**src/rtl/ascii_msg_seq_if.sv**
```systemverilog
// ascii_msg_seq_if: groups the host-loader and display-side signals of the
// character-message sequencer.
//   master : host/loader side (drives buffer writes and playback control,
//            observes the playback outputs)
//   slave  : the sequencer itself
// Signals:
//   wr_en/wr_addr/wr_data          buffer write port
//   len_m1/loop_mode/reverse       playback setup, sampled on start
//   start/stop/step_en             playback control
//   char_out/char_valid/pos        current character and its index
//   pos_onehot                     one-hot copy of pos while char_valid
//   busy/done                      running flag, end-of-pass pulse
interface ascii_msg_seq_if #(
  parameter int WIDTH = 7,
  parameter int DEPTH = 19,
  parameter int AW    = 5
);
  logic             wr_en;
  logic [AW-1:0]    wr_addr;
  logic [WIDTH-1:0] wr_data;
  logic [AW-1:0]    len_m1;
  logic             loop_mode;
  logic             reverse;
  logic             start;
  logic             stop;
  logic             step_en;
  logic [WIDTH-1:0] char_out;
  logic             char_valid;
  logic [AW-1:0]    pos;
  logic [DEPTH-1:0] pos_onehot;
  logic             busy;
  logic             done;

  modport master (
    output wr_en, wr_addr, wr_data, len_m1, loop_mode, reverse,
           start, stop, step_en,
    input  char_out, char_valid, pos, pos_onehot, busy, done
  );

  modport slave (
    input  wr_en, wr_addr, wr_data, len_m1, loop_mode, reverse,
           start, stop, step_en,
    output char_out, char_valid, pos, pos_onehot, busy, done
  );
endinterface

```
**src/rtl/ascii_msg_seq.sv**
```systemverilog
// ascii_msg_seq: writable character buffer played out one entry per step
// strobe, one-shot or looping, forward or reverse.
// Ports:
//   CLK    clock, all state changes on posedge
//   RST_N  asynchronous active-low reset
//   bus    ascii_msg_seq_if.slave (write port, playback control, outputs)
// char_out is registered; pos_onehot and busy/char_valid are decoded from
// registered state.
module ascii_msg_seq #(
  parameter int WIDTH = 7,
  parameter int DEPTH = 19,
  parameter int AW    = 5
) (
  input  logic            CLK,
  input  logic            RST_N,
  ascii_msg_seq_if.slave  bus
);

  typedef enum logic {IDLE, RUN} state_t;

  localparam logic [AW-1:0] LAST_MAX  = AW'(DEPTH - 1);
  localparam logic [AW:0]   DEPTH_EXT = (AW + 1)'(DEPTH);

  state_t           state_q, state_d;
  logic [WIDTH-1:0] mem [DEPTH];
  logic [WIDTH-1:0] char_q, char_d;
  logic [AW-1:0]    pos_q, pos_d;
  logic [AW-1:0]    last_q, last_d;
  logic             loop_q, loop_d;
  logic             rev_q, rev_d;
  logic             done_q, done_d;
  logic             load;
  logic             at_end;
  logic             wr_ok;

  // Out-of-range write addresses are dropped rather than aliased.
  assign wr_ok  = bus.wr_en && ({1'b0, bus.wr_addr} < DEPTH_EXT);
  assign at_end = rev_q ? (pos_q == '0) : (pos_q == last_q);

  // NOTE: every variable gets a default before the case so no path leaves
  // it unassigned; a missing default here would infer a latch.
  always_comb begin
    state_d = state_q;
    pos_d   = pos_q;
    last_d  = last_q;
    loop_d  = loop_q;
    rev_d   = rev_q;
    done_d  = 1'b0;
    load    = 1'b0;
    case (state_q)
      IDLE: begin
        if (bus.start && !bus.stop) begin
          state_d = RUN;
          last_d  = (bus.len_m1 > LAST_MAX) ? LAST_MAX : bus.len_m1;
          loop_d  = bus.loop_mode;
          rev_d   = bus.reverse;
          pos_d   = bus.reverse ? last_d : '0;
          load    = 1'b1;
        end
      end
      RUN: begin
        if (bus.stop) begin
          state_d = IDLE;
        end else if (bus.step_en) begin
          if (at_end) begin
            done_d = 1'b1;
            if (loop_q) begin
              pos_d = rev_q ? last_q : '0;
              load  = 1'b1;
            end else begin
              state_d = IDLE;
            end
          end else begin
            pos_d = rev_q ? (pos_q - AW'(1)) : (pos_q + AW'(1));
            load  = 1'b1;
          end
        end
      end
      default: state_d = IDLE;
    endcase

    // A write landing on the entry being loaded this edge is forwarded so
    // char_out never shows the stale value.
    char_d = char_q;
    if (load) begin
      char_d = (wr_ok && (bus.wr_addr == pos_d)) ? bus.wr_data : mem[pos_d];
    end
  end

  // NOTE: sequential state uses non-blocking assignments so every register
  // samples the pre-edge values regardless of statement order.
  always_ff @(posedge CLK or negedge RST_N) begin
    if (!RST_N) begin
      state_q <= IDLE;
      char_q  <= '0;
      pos_q   <= '0;
      last_q  <= '0;
      loop_q  <= 1'b0;
      rev_q   <= 1'b0;
      done_q  <= 1'b0;
    end else begin
      state_q <= state_d;
      char_q  <= char_d;
      pos_q   <= pos_d;
      last_q  <= last_d;
      loop_q  <= loop_d;
      rev_q   <= rev_d;
      done_q  <= done_d;
    end
  end

  // NOTE: the buffer is reset because a fresh run after reset must read
  // zeros; this forces flops instead of a RAM macro, acceptable at this size.
  always_ff @(posedge CLK or negedge RST_N) begin
    if (!RST_N) begin
      for (int i = 0; i < DEPTH; i++) mem[i] <= '0;
    end else if (wr_ok) begin
      mem[bus.wr_addr] <= bus.wr_data;
    end
  end

  assign bus.char_out   = char_q;
  assign bus.pos        = pos_q;
  assign bus.busy       = (state_q == RUN);
  assign bus.char_valid = (state_q == RUN);
  assign bus.done       = done_q;
  assign bus.pos_onehot = (state_q == RUN) ? (DEPTH'(1) << pos_q) : '0;

endmodule

```
**src/flat_wrapper.sv**
```systemverilog
// flat-port wrapper written by rule: the top's interface ports become plain ports
module ascii_msg_seq_flat 
#(
  parameter int WIDTH = 7,
  parameter int DEPTH = 19,
  parameter int AW    = 5
)
  (CLK, RST_N, bus_wr_en, bus_wr_addr, bus_wr_data, bus_len_m1, bus_loop_mode, bus_reverse, bus_start, bus_stop, bus_step_en, bus_char_out, bus_char_valid, bus_pos, bus_pos_onehot, bus_busy, bus_done);
  ascii_msg_seq_if #(.WIDTH(WIDTH), .DEPTH(DEPTH), .AW(AW)) bus_i ();
  input  logic CLK;
  input  logic RST_N;
  input wire logic [$bits(bus_i.wr_en)-1:0] bus_wr_en;
  input wire logic [$bits(bus_i.wr_addr)-1:0] bus_wr_addr;
  input wire logic [$bits(bus_i.wr_data)-1:0] bus_wr_data;
  input wire logic [$bits(bus_i.len_m1)-1:0] bus_len_m1;
  input wire logic [$bits(bus_i.loop_mode)-1:0] bus_loop_mode;
  input wire logic [$bits(bus_i.reverse)-1:0] bus_reverse;
  input wire logic [$bits(bus_i.start)-1:0] bus_start;
  input wire logic [$bits(bus_i.stop)-1:0] bus_stop;
  input wire logic [$bits(bus_i.step_en)-1:0] bus_step_en;
  output wire logic [$bits(bus_i.char_out)-1:0] bus_char_out;
  output wire logic [$bits(bus_i.char_valid)-1:0] bus_char_valid;
  output wire logic [$bits(bus_i.pos)-1:0] bus_pos;
  output wire logic [$bits(bus_i.pos_onehot)-1:0] bus_pos_onehot;
  output wire logic [$bits(bus_i.busy)-1:0] bus_busy;
  output wire logic [$bits(bus_i.done)-1:0] bus_done;
  assign bus_i.wr_en = bus_wr_en;
  assign bus_i.wr_addr = bus_wr_addr;
  assign bus_i.wr_data = bus_wr_data;
  assign bus_i.len_m1 = bus_len_m1;
  assign bus_i.loop_mode = bus_loop_mode;
  assign bus_i.reverse = bus_reverse;
  assign bus_i.start = bus_start;
  assign bus_i.stop = bus_stop;
  assign bus_i.step_en = bus_step_en;
  assign bus_char_out = bus_i.char_out;
  assign bus_char_valid = bus_i.char_valid;
  assign bus_pos = bus_i.pos;
  assign bus_pos_onehot = bus_i.pos_onehot;
  assign bus_busy = bus_i.busy;
  assign bus_done = bus_i.done;
  ascii_msg_seq #(.WIDTH(WIDTH), .DEPTH(DEPTH), .AW(AW)) u_core (.CLK(CLK), .RST_N(RST_N), .bus(bus_i));
endmodule
```
**config.mk**
```make
export PLATFORM = sky130hd
export DESIGN_NAME = ascii_msg_seq_flat
export DESIGN_NICKNAME = d
export VERILOG_FILES = /design/src/rtl/ascii_msg_seq_if.sv /design/src/rtl/ascii_msg_seq.sv /design/src/flat_wrapper.sv
export SDC_FILE = /design/constraint.sdc
export NUM_CORES = 1
export LEC_CHECK = 0
export ABC_CLOCK_PERIOD_IN_PS = 4260
export CAP_MARGIN = 10
export CORE_MARGIN = 1.5
export CORE_UTILIZATION = 56
export CTS_BUF_LIST = sky130_fd_sc_hd__clkbuf_16
export CTS_CLUSTER_DIAMETER = 150
export DETAILED_ROUTE_END_ITERATION = 10
export PLACE_DENSITY = 0.84
export SKIP_LAST_GASP = 1
export SYNTH_ARGS = -nofsm -noshare
export SYNTH_HDL_FRONTEND = slang
export SYNTH_SLANG_ARGS = --single-unit
```
**constraint.sdc**
```tcl
create_clock -name CLK -period 4.26 [get_ports CLK]
set_input_delay 0.852 -clock CLK [delete_from_list [all_inputs] [get_ports CLK]]
set_output_delay 0.852 -clock CLK [all_outputs]
set_load 0.01 [all_outputs]
```
==> results, run 1 <==
- The library cells used most frequently in the layout, excluding fill and tap cells, are sky130_fd_sc_hd__nand2_1, sky130_fd_sc_hd__o21ai_0, sky130_fd_sc_hd__dfrtp_1.
- The peak-usage layer in the global routing report is met2.
- In the final routed layout, each cell accounts on average for 20.2 um.
- In this run the critical register-to-register path is captured at u_core.bus.char_out[6].
- Detailed placement finished with a half-perimeter wire length of 15.1 mm.
- The element type at the critical path end is a register.
- The critical path ends at u_core.bus.char_out[6].
- The insertion delay of the later-clocked pin in the worst-skew pair is 0.43 ns.
- Setup violations remaining at the end of the flow were counted as 0.
- The critical path startpoint is u_core.bus.pos[0].
- The count of final max-slew check failures was 0.
- Setup repair after global routing left no endpoint under its margin.
- The post-route core utilization is 67.2%.
- The floorplan step defined a core boundary enclosing 0.0139 sq mm.
- The total number of yosys warnings is 0.
- The flow ran to the end, and the final reports show no timing, DRC or antenna violations.
- Wires add up to 22.5 mm.
- The cell with the largest stage delay on the worst path is sky130_fd_sc_hd__or4b_4.
- The clock tree synthesis step divided the H-tree into 4 levels.
- Max-cap violations in this run came to 0.
- On the worst path, the slowest cell contributes a delay of 0.65 ns.
- The critical path is of the reg2reg type.
- Post-CTS repair changed the size of 0 cells.
- For met1 alone, demand over resource in global routing was 45.5%.
- Global routing used 31.6% of the available tracks across all layers.
- After the first detailed-routing iteration, the DRC count stood at 1,076.
- The share of synthesized flip-flops with an asynchronous set or reset is 100%.
- The floorplan step set the die width to 122 um.
- The via count of the first global-routing pass was 6,754.
- The repair_antennas step left the layout with diodes totalling 0.
- Dividing total power by cell area gives a power density of 583 mW/mm^2.
- The met3 usage in global routing is 5.72%.
- The library cell occupying the most area in the post-synthesis netlist is sky130_fd_sc_hd__dfrtp_1.
- The cell area after synthesis is 0.00796 sq mm.
- The actual transition at the worst max-transition pin is 0.928 ns.
- In this run the clock root is driven by a sky130_fd_sc_hd__clkbuf_16.
- For this design the total switching power over the nets is 1.99 mW.
- Of the total power, combinational logic draws 33.4%.
- Clock tree synthesis inserted a total of 17 buffers.
- The sequential element share of the synthesized area is 48.4%.
- In this run, the clock network consumes 29.6% of the power.
- The I/O pin total is 59.
- The fill cell instance count of the final layout is 1,081.
- TritonCTS built the clock tree.
- Yosys mapped a number of flops with a built-in enable equal to 0.
- The analysis attributes to cell leakage a power of 4.03 nW.
- The summed negative setup slack over all endpoints is 0 ns.
- The sequential cells in the finished layout cover a total of 0.00385 sq mm.
- The count of input and output buffers is 58.
- Measured along the y axis, the die boundary spans 122 um.
- For this run, design rule violations remaining after detail routing come to 0.
- Walking the worst path, the cells encountered are or4b_4 -> or3_1 -> o22ai_1 -> a22o_2 -> buf_4 -> o21ai_0 -> a22oi_1 -> o2111ai_1 -> a221oi_1 -> a2111o_1.
- The routed via count divided by cell count is 6.53.
- The top achievable clock speed is 251 MHz.
- After global routing the overflow that remains totals 0.
- The number of sinks on the clock net is 154.
- The leading cell type in the layout, fill and taps excluded is sky130_fd_sc_hd__nand2_1.
- Measured against its own limit, the worst slew margin works out to 37.6%.
- The post-synthesis net count is 911.
- The met2 track utilization from global routing is 47.6%.
- In the final layout, the share of cells above drive strength 1 is 11.7%.
- A synthesized cell averages 9.02 sq um.
- The main flop type after synthesis is sky130_fd_sc_hd__dfrtp_1.
- The highest ir drop seen on vdd is 0.000344 V.
- The number of hold-repair buffers added at the cts stage is 0.
- The minimum setup slack among reg-to-reg paths is 0.27 ns.
- The path class of the tightest hold or removal check is in2async.
- Summing over every cut layer, the via total after detailed routing is 7,262.
- Synthesis instantiated 69 different standard cells from the library.
- Yosys attributes the largest share of cell area to sky130_fd_sc_hd__dfrtp_1, sky130_fd_sc_hd__o21ai_0, sky130_fd_sc_hd__nand2_1, sky130_fd_sc_hd__mux2_2, sky130_fd_sc_hd__a21oi_1.
- Routability-driven placement finished with a final weighted congestion of 0.942.
- Counting cells, the worst reg-to-reg path comes to 10.
- Relative to the synthesized area, the layout overhead comes to 17.3%.
- The number of setup buffers added after CTS is 0.
- The required time at the worst-slack endpoint is 4.63 ns.
- The global-route wire length before repair is 36.1 mm.
- The die footprint is 0.0149 sq mm.
- The clock passes through at most 2 buffers.
- The sequential power share is 37.0%.
- Of the available clock period, the critical path in the final layout requires 93.7%.
- After clock tree synthesis, the clock-pin slew on the worst setup and hold paths is 0.06 ns.
- Net switching is 36.6% of the power.
- The area share of the largest cell type after synthesis is 48.4%.
- The number of antenna violations at the first check in global routing came to 0.
- In this run the worst path has a maximum fanout of 29.
- The clock skew after layout is 0.00910 ns.
- For this run, the detailed router's first-pass iteration total came to 5.
- Entering global routing, the biggest net connects 83 pins.
- At the end of the flow, the number of nets in the layout was 948.
- The multi-input combinational cells in the finished layout cover a total of 0.00382 sq mm.
- The startpoint of the worst register-to-register path is u_core.bus.pos[0].
- For the finished layout, the period the worst path requires is 3.99 ns.
- The number of flip-flops and latches in the synthesized netlist is 154.
- Synthesis produced a netlist whose cell count is 882.
- The count of nets left with antenna violations after detail routing is 0.
- The initial core utilization is 57.3%.
- The internal power of the cells totals 3.45 mW.
- The total count of hold-check failures in the final report is 0.
- The critical path arrival is 4.36 ns.
- STA classifies the critical path startpoint as a register.
- The number of rows in the core area is 43.
[worst min-delay path by stage]
stage / depth (start not counted) / endpoint
floorplan: 2 / u_core.mem[100]
global placement: 2 / u_core.mem[124]
detailed placement: 2 / u_core.mem[124]
CTS: 2 / u_core.mem[124]
global route: 2 / u_core.mem[76]
finish: 1 / u_core.mem[93]
[Yosys cell counts (all sizes together) (6+ instances only)]
cell     count
a211o       14
a21oi       42
a22oi       13
a31oi       16
and3        22
buf         12
clkbuf      49
dfrtp      154
inv         12
mux2        29
nand2      161
nand3       38
nand3b       6
nor2        41
nor3         7
nor3b        6
nor4        11
o2111ai      7
o21ai      159
xor2         7
[cells by family after synthesis]
group / count (synthesis) / share of synthesized area [%]
buf+inv: 73 / 3.77
fa+ha+maj: 4 / 0.723
xor+xnor: 10 / 1.10
flops: 154 / 48.4
simple gates: 318 / 18.8
compound gates: 289 / 22.4
mux: 34 / 4.78
[critical path: cells and delay by family (launching register included)]
kind	cells	cell delay (ns)
AND/OR/NAND/NOR	2	1.02
AO/OA/AOI/OAI	7	2.07
buffers and inverters	1	0.27
flip-flops	1	0.56
[final cells by class]
cell class              instances  area share (%)
clock inverters                15            2.12
repair buffers                 79            8.19
inverters                      12           0.483
multi-input cells             655            40.9
clock buffers                  17            4.56
flip-flops and latches        154            41.3
well taps                     180            2.41
[routing by layer]
metal | up-vias | wire [um] | part of all wire, %
met2 | 417 | 10400 | 46
li1 | 3249 | - | -
met3 | 65 | 1700 | 7.5
met1 | 3531 | 9730 | 43
met4 | 0 | 724 | 3.2
met5 | - | 0 | 0
[stage by stage]
step / power [mW] / hold WS (ns) / setup WS, ns / cells / cell area [sq um]
after floorplan: 3.13 / 0.444 / 0.882 / 882 / 7960
after global placement: 3.73 / 0.455 / 0.304 / 1080 / 8710
after detailed placement: 3.78 / 0.464 / 0.197 / 1080 / 8710
after CTS: 5.39 / 0.478 / 0.402 / 1112 / 9330
after global routing: 5.69 / 0.506 / 0.169 / 1112 / 9330
final: 5.44 / 0.467 / 0.269 / 1112 / 9330
[state kept, by name (all words and copies together), names as in the netlist]
signal / count
u_core.loop_q: 1
u_core.rev_q: 1
u_core.mem: 133
u_core.bus.char_out: 7
u_core.last_q: 5
u_core.bus.busy: 1
u_core.bus.pos: 5
u_core.bus.done: 1
[power groups by stage]
stage	sequential, mW	combinational, mW	clock, mW
2_1_floorplan	1.94	1.19	0
3_3_place_gp	2.01	1.73	0
3_5_place_dp	2.02	1.77	0
4_1_cts	2.00	1.78	1.62
5_1_grt	2.04	1.98	1.67
6_report	2.01	1.82	1.61
(Power assumes the default switching activity.)
==> run 2: changes to the inputs <==
--- a/config.mk
+++ b/config.mk
@@ -14,6 +14,7 @@
 export DETAILED_ROUTE_END_ITERATION = 10
 export PLACE_DENSITY = 0.84
 export SKIP_LAST_GASP = 1
+export SLEW_MARGIN = 10
 export SYNTH_ARGS = -nofsm -noshare
 export SYNTH_HDL_FRONTEND = slang
 export SYNTH_SLANG_ARGS = --single-unit
==> results of run 2 <==
No change in the layout: final DEF, timing and power equal those of run 1.
